`config.mk`:
```
export PLATFORM = sky130hd
export DESIGN_NAME = memlcd_line_tx
export DESIGN_NICKNAME = d
export VERILOG_FILES = /design/src/rtl/memlcd_pkg.sv /design/src/rtl/memlcd_bitclk.sv /design/src/rtl/memlcd_line_tx.sv
export SDC_FILE = /design/constraint.sdc
export NUM_CORES = 1
export LEC_CHECK = 0
export ABC_AREA = 1
export BUFFER_PORTS_ARGS = -buffer_cell sky130_fd_sc_hd__buf_2
export CORE_AREA = 4 4 106 108
export CTS_BUF_LIST = sky130_fd_sc_hd__clkbuf_8
export CTS_CLUSTER_DIAMETER = 30
export CTS_CLUSTER_SIZE = 25
export DETAILED_ROUTE_END_ITERATION = 8
export DIE_AREA = 0 0 110 112
export GPL_ROUTABILITY_DRIVEN = 1
export PLACE_DENSITY = 0.4
export SYNTH_ARGS = -nofsm -noshare
export SYNTH_HDL_FRONTEND = slang
export SYNTH_SLANG_ARGS = --single-unit
```
`constraint.sdc`:
```
create_clock -name i_clk -period 1.53 [get_ports i_clk]
set_input_delay 0.153 -clock i_clk [delete_from_list [all_inputs] [get_ports i_clk]]
set_output_delay 0.153 -clock i_clk [all_outputs]
set_load 0.02 [all_outputs]
```
`src/rtl/memlcd_pkg.sv`:
```
// Shared definitions for the memory-LCD line transmitter: FSM encoding,
// mode-byte layout and trailer length.
package memlcd_pkg;

    typedef enum logic [2:0] {
        ST_IDLE  = 3'd0,
        ST_SETUP = 3'd1,
        ST_MODE  = 3'd2,
        ST_ADDR  = 3'd3,
        ST_DATA  = 3'd4,
        ST_TRAIL = 3'd5,
        ST_HOLD  = 3'd6
    } state_t;

    // Mode byte is shifted MSB first: write flag goes out first, VCOM second.
    localparam logic MODE_WRITE    = 1'b1;
    localparam int   MODE_VCOM_POS = 6;
    localparam int   TRAIL_BITS    = 16;
    localparam int   TRAIL_BYTES   = TRAIL_BITS / 8;

    function automatic logic [7:0] mode_byte(input logic vcom);
        logic [7:0] m;
        m                = 8'h00;
        m[7]             = MODE_WRITE;
        m[MODE_VCOM_POS] = vcom;
        return m;
    endfunction

    function automatic logic [7:0] rev8(input logic [7:0] v);
        logic [7:0] r;
        for (int i = 0; i < 8; i++) begin
            r[i] = v[7-i];
        end
        return r;
    endfunction

endpackage

```
`src/rtl/memlcd_bitclk.sv`:
```
// SCLK half-period timer: CLK_DIV cycles low then CLK_DIV high per bit.
// o_rise/o_fall strobe in the last cycle of each half; i_hold freezes the count.
module memlcd_bitclk #(
    parameter int CLK_DIV = 2
) (
    input  logic i_clk,
    input  logic i_rst_n,
    input  logic i_en,
    input  logic i_hold,
    output logic o_rise,
    output logic o_fall
);

    localparam int CW = (CLK_DIV > 1) ? $clog2(CLK_DIV) : 1;

    logic [CW-1:0] cnt_q, cnt_d;
    logic          phase_q, phase_d;
    logic          wrap;

    assign wrap = (cnt_q == CW'(CLK_DIV - 1));

    always_comb begin
        cnt_d   = cnt_q;
        phase_d = phase_q;
        o_rise  = 1'b0;
        o_fall  = 1'b0;
        if (!i_en) begin
            cnt_d   = '0;
            phase_d = 1'b0;
        end else if (!i_hold) begin
            if (wrap) begin
                cnt_d   = '0;
                phase_d = ~phase_q;
                o_rise  = ~phase_q;
                o_fall  = phase_q;
            end else begin
                cnt_d = cnt_q + CW'(1);
            end
        end
    end

    always_ff @(posedge i_clk or negedge i_rst_n) begin
        if (!i_rst_n) begin
            cnt_q   <= '0;
            phase_q <= 1'b0;
        end else begin
            cnt_q   <= cnt_d;
            phase_q <= phase_d;
        end
    end

endmodule

```
`src/rtl/memlcd_line_tx.sv`:
```
// Sends one memory-LCD line: mode byte, LSB-first address, FIFO data bytes, 16-bit trailer.
// An empty FIFO at a data byte boundary parks SCLK low with SCS held until the byte arrives.
module memlcd_line_tx
    import memlcd_pkg::*;
#(
    parameter int LINE_BYTES = 16,
    parameter int CLK_DIV    = 2,
    parameter int SETUP_CYC  = 4,
    parameter int HOLD_CYC   = 4
) (
    input  logic       i_clk,
    input  logic       i_rst_n,
    input  logic       i_start,
    input  logic [7:0] i_line_addr,
    input  logic       i_vcom,
    input  logic [7:0] i_fifo_rdata,
    input  logic       i_fifo_rempty,
    output logic       o_fifo_rinc,
    output logic       o_busy,
    output logic       o_done,
    output logic       o_lcd_scs,
    output logic       o_lcd_sclk,
    output logic       o_lcd_si
);

    localparam int CYC_MAX = (SETUP_CYC > HOLD_CYC) ? SETUP_CYC : HOLD_CYC;
    localparam int CYW     = $clog2(CYC_MAX + 1);
    localparam int BW      = $clog2(LINE_BYTES + TRAIL_BYTES + 1);

    state_t         state_q, state_d;
    logic [CYW-1:0] cyc_q, cyc_d;
    logic [2:0]     bit_q, bit_d;
    logic [BW-1:0]  byte_q, byte_d;
    logic [7:0]     sr_q, sr_d;
    logic [7:0]     addr_q, addr_d;
    logic           vcom_q, vcom_d;
    logic           need_q, need_d;
    logic           done_q, done_d;
    logic           sclk_q, sclk_d;
    logic           rinc;
    logic           shifting;
    logic           fetch_now;
    logic           bc_rise, bc_fall;

    assign shifting  = (state_q == ST_MODE) || (state_q == ST_ADDR) ||
                       (state_q == ST_DATA) || (state_q == ST_TRAIL);
    // need_q marks the first cycle of a data byte whose value is still in the FIFO.
    assign fetch_now = need_q && !i_fifo_rempty;

    memlcd_bitclk #(
        .CLK_DIV (CLK_DIV)
    ) u_bitclk (
        .i_clk   (i_clk),
        .i_rst_n (i_rst_n),
        .i_en    (shifting),
        .i_hold  (need_q && i_fifo_rempty),
        .o_rise  (bc_rise),
        .o_fall  (bc_fall)
    );

    always_comb begin
        state_d = state_q;
        cyc_d   = cyc_q;
        bit_d   = bit_q;
        byte_d  = byte_q;
        sr_d    = sr_q;
        addr_d  = addr_q;
        vcom_d  = vcom_q;
        need_d  = need_q;
        done_d  = 1'b0;
        sclk_d  = sclk_q;
        rinc    = 1'b0;

        if (bc_rise) begin
            sclk_d = 1'b1;
        end else if (bc_fall) begin
            sclk_d = 1'b0;
        end

        unique case (state_q)
            ST_IDLE: begin
                if (i_start) begin
                    state_d = ST_SETUP;
                    cyc_d   = '0;
                    addr_d  = i_line_addr;
                    vcom_d  = i_vcom;
                end
            end
            ST_SETUP: begin
                if (cyc_q == CYW'(SETUP_CYC - 1)) begin
                    state_d = ST_MODE;
                    sr_d    = mode_byte(vcom_q);
                    bit_d   = '0;
                    byte_d  = '0;
                end else begin
                    cyc_d = cyc_q + CYW'(1);
                end
            end
            ST_MODE, ST_ADDR, ST_DATA, ST_TRAIL: begin
                if (need_q) begin
                    if (fetch_now) begin
                        rinc   = 1'b1;
                        sr_d   = i_fifo_rdata;
                        need_d = 1'b0;
                    end
                end else if (bc_fall) begin
                    if (bit_q != 3'd7) begin
                        sr_d  = {sr_q[6:0], 1'b0};
                        bit_d = bit_q + 3'd1;
                    end else begin
                        bit_d = '0;
                        sr_d  = '0;
                        unique case (state_q)
                            ST_MODE: begin
                                state_d = ST_ADDR;
                                sr_d    = rev8(addr_q);
                            end
                            ST_ADDR: begin
                                state_d = ST_DATA;
                                byte_d  = '0;
                                need_d  = 1'b1;
                            end
                            ST_DATA: begin
                                if (byte_q == BW'(LINE_BYTES - 1)) begin
                                    state_d = ST_TRAIL;
                                    byte_d  = '0;
                                end else begin
                                    byte_d = byte_q + BW'(1);
                                    need_d = 1'b1;
                                end
                            end
                            default: begin
                                if (byte_q == BW'(TRAIL_BYTES - 1)) begin
                                    state_d = ST_HOLD;
                                    cyc_d   = '0;
                                end else begin
                                    byte_d = byte_q + BW'(1);
                                end
                            end
                        endcase
                    end
                end
            end
            ST_HOLD: begin
                if (cyc_q == CYW'(HOLD_CYC - 1)) begin
                    state_d = ST_IDLE;
                    done_d  = 1'b1;
                end else begin
                    cyc_d = cyc_q + CYW'(1);
                end
            end
            default: begin
                state_d = ST_IDLE;
            end
        endcase
    end

    always_ff @(posedge i_clk or negedge i_rst_n) begin
        if (!i_rst_n) begin
            state_q <= ST_IDLE;
            cyc_q   <= '0;
            bit_q   <= '0;
            byte_q  <= '0;
            sr_q    <= '0;
            addr_q  <= '0;
            vcom_q  <= 1'b0;
            need_q  <= 1'b0;
            done_q  <= 1'b0;
            sclk_q  <= 1'b0;
        end else begin
            state_q <= state_d;
            cyc_q   <= cyc_d;
            bit_q   <= bit_d;
            byte_q  <= byte_d;
            sr_q    <= sr_d;
            addr_q  <= addr_d;
            vcom_q  <= vcom_d;
            need_q  <= need_d;
            done_q  <= done_d;
            sclk_q  <= sclk_d;
        end
    end

    assign o_busy      = (state_q != ST_IDLE);
    assign o_lcd_scs   = (state_q != ST_IDLE);
    assign o_done      = done_q;
    assign o_lcd_sclk  = sclk_q;
    assign o_fifo_rinc = rinc;
    // The fetch cycle is already bit 0 of the byte, so the FIFO head drives SI directly.
    assign o_lcd_si    = shifting ? (fetch_now ? i_fifo_rdata[7] : sr_q[7]) : 1'b0;

endmodule

```
==> out/metrics.yaml <==
status:
  status: "finished with violations"
  failed_checks: "negative setup slack"
hold_path:
  whs_path_depth: 2
  min_from: "i_vcom"
  hold_path_class: "in2reg"
  min_to: "vcom_q"
placed_design:
  placed_area_um2: 2790
  dp_hpwl_um: 4230
  gp_congestion: 0.791
  place_ws_ps: -72.8
  io_buffers: 26
logic_synthesis:
  ys_warn_count: 0
  synthCells: 289
  ys_types: 29
  yosysSeqAreaShare_pct: 39.1
  avgSynthCellArea_um2: 7.97
  netlist_area_um2: 2300
  synth_seq_cells: 36
  synth_fp_nets: 318
route:
  vias_per_cell: 4.09
  via_count: 2022
  wl_per_cell_um: 11.4
  dr.pass1.iters: 4
  drcViolationCount: 0
  routed_wl_um: 5650
  ant_nets: 0
  drtIter0Drc: 67
pwr:
  p_int_mw: 3.60
  clkPwrFrac_pct: 9.8
  finalPower_mw: 6.62
  p_leak_nw: 1.56
  switchingPower_mw: 3.02
  swShare_pct: 45.6
  ir_worst_vdd_mv: 0.593
  p_seq_share_pct: 23.4
  p_comb_share_pct: 66.7
  powerDensity_nw_per_um2: 2070
clock_tree:
  cts_tree: "done"
  cts_made_buffers: 5
  cts.reportedPaths.clkPinSlew_ps: 80
  cts_sinks: 36
  clkLatencyLatePin_ps: 290
  cts.htree.levels: 2
  cts_buffer_depth: 2
  cts-root-buf: "clkbuf_8"
global_routing:
  grt_overflow: 0
  antenna_found_initial: 0
  grt_usage_pct: 9.75
  first_global_vias: 2097
  grt_start_max_net_pins: 20
  grt_pass1_wl_um: 9520
layout:
  layout-drive-gt1-share_pct: 41.3
  n_antenna_cell: 0
  area_growth_syn_to_layout_pct: 38.8
  final_cell_area_um2: 3200
  final_core_util_pct: 31.2
  nNetsFinal: 387
setup_path:
  r2r_start: "byte_q[1]"
  ff2ff_setup_slack_ps: 10
  cp-end-kind: "primary output"
  timing.setup.critical_path_class: "reg2out"
  cp_max_fo: 4
  max_stage_delay_ps: 470
  start_kind: "flop"
  cp-startpoint: "state_q[2]"
  arrival_ps: 1410
  rr_worst_depth: 10
  path_cells: "inv_4 -> nand2_4 -> nand2_8 -> inv_8 -> buf_6 -> a21oi_4 -> buf_6"
  crit_slowest_cell: "dfrtp_2"
  crit_top_cell: "buf_6"
  r2r-end: "state_q[2]"
  cp.required_ps: 1380
die:
  die_y_um: 112
  start_util_pct: 22.5
  boundaryPins: 27
  fp.dieArea_um2: 12300
  row_count: 37
  die_w_um: 110
  coreArea_um2: 10200
timing:
  fmax_ghz: 0.641
  finalCritPeriodShare_pct: 102
  drv_slew: 0
  timing.hold.ws_ps: 91.3
  setup_violations: 3
  final_hold_viol_count: 0
  min_period_ps: 1560
  fin_skew_ps: 8.62
  grt_setup_unrepaired: "yes"
  slew_headroom_pct: 70.2
  worst_slack_ps: -30.4
  worst_pin_slew_ps: 447
job:
  max_cap_viol_count: 0
-- registers in the layout (all words and copies together) (netlist names) --
register / flops
bit_q: 3
cyc_q: 3
u_bitclk.cnt_q: 1
u_bitclk.phase_q: 1
sr_q: 8
byte_q: 5
addr_q: 8
o_done: 1
vcom_q: 1
state_q: 3
o_lcd_sclk: 1
need_q: 1
-- worst max-delay path: cells and delay by family (launching register included) --
family / cells / cell delay, ps
flops: 1 / 470
compound gates: 1 / 100
simple gates: 2 / 170
buf+inv: 4 / 380
-- through the flow --
step                cells  setup TNS [ps]
floorplan             289               0
global placement      475           -1090
detailed placement    475            -719
CTS                   491            -535
global route          494           -1110
finish                494           -88.8
-- cells by family after synthesis --
kind of cell / synth area share (%)
buffers and inverters: 7.06
flip-flops: 39.1
XOR/XNOR: 0.761
AO/OA/AOI/OAI: 6.03
multiplexers: 4.40
AND/OR/NAND/NOR: 38.3
adder cells (fa/ha/maj): 4.35
-- power by group through the flow --
stage          logic, mW  registers (mW)  clock network (mW)
5_1_grt             4.93            1.60               0.731
4_1_cts             3.98            1.55               0.688
6_report            4.42            1.55               0.652
3_3_place_gp        3.60            1.58                   0
2_1_floorplan       2.56            1.50                   0
3_5_place_dp        3.60            1.58                   0
-- cells in the final DEF, fill, tap and decap left out --
master,count
nand3_1,26
nand3_4,1
nand2_4,9
buf_6,11
xor2_1,1
dlygate4sd3_1,1
a21oi_1,15
clkinv_2,2
nor3_1,1
clkbuf_8,5
nand3b_1,3
inv_1,15
o21ai_1,3
buf_8,1
or2_2,1
nand2_8,3
buf_4,32
o21ai_2,1
dfrtp_1,35
xnor2_1,1
nand3_2,3
buf_12,2
inv_8,1
nor2_2,6
nor2_8,3
nand2_1,80
o21ai_0,6
nor2_4,4
a21oi_4,2
buf_2,22
inv_2,6
mux2_2,9
ha_1,4
ha_2,3
nor3_4,1
dfrtp_2,1
inv_4,4
nor2_1,19
nand2_2,14
ha_4,1
-- how the worst max path moves through the flow --
stage,end,slack [ps],cells after the start
global route,state_q[2],-120,10
floorplan,state_q[0],4,10
CTS,byte_q[3],-40,11
finish,o_lcd_si,-30,7
global placement,state_q[2],-60,10
detailed placement,state_q[2],-70,10
-- timing repair --
item	in CTS	in global routing
buffers inserted	8	3
setup endpoints to repair	36	27
hold buffers	1	0
resized for setup	21	50
endpoints found under the hold margin	17	0
pin swaps	4	18
-- Yosys cell counts, drive strengths merged --
| cell type | count | area share, % |
|---|---|---|
| nor3 | 2 | 0.92 |
| nand3 | 30 | 6.7 |
| ha | 8 | 4.3 |
| or2 | 1 | 0.27 |
| nor2 | 32 | 8.5 |
| a21oi | 17 | 3.9 |
| mux2 | 9 | 4.4 |
| nand3b | 3 | 0.98 |
| xor2 | 1 | 0.38 |
| clkinv | 1 | 0.16 |
| inv | 25 | 4.5 |
| buf | 7 | 2.4 |
| xnor2 | 1 | 0.38 |
| dfrtp | 36 | 39 |
| o21ai | 10 | 2.2 |
| nand2 | 106 | 21 |
-- cell type report --
class,count,area (um^2)
Timing Repair Buffer,69,539
Inverter,26,116
Multi-Input combinational cell,220,1390
Clock inverter,2,8.76
Fill cell,1093,7030
Sequential cell,36,902
Clock buffer,5,68.8
Tap cell,136,170
-- metal layers --
metal	vias up	share of wire (%)	GRT usage (%)
li1	1061	-	-
met1	925	45	12.0
met2	28	50	16.3
met3	8	3.3	2.38
met4	0	1.8	3.41
met5	-	0	0
Power figures use the tool's default switching activity.
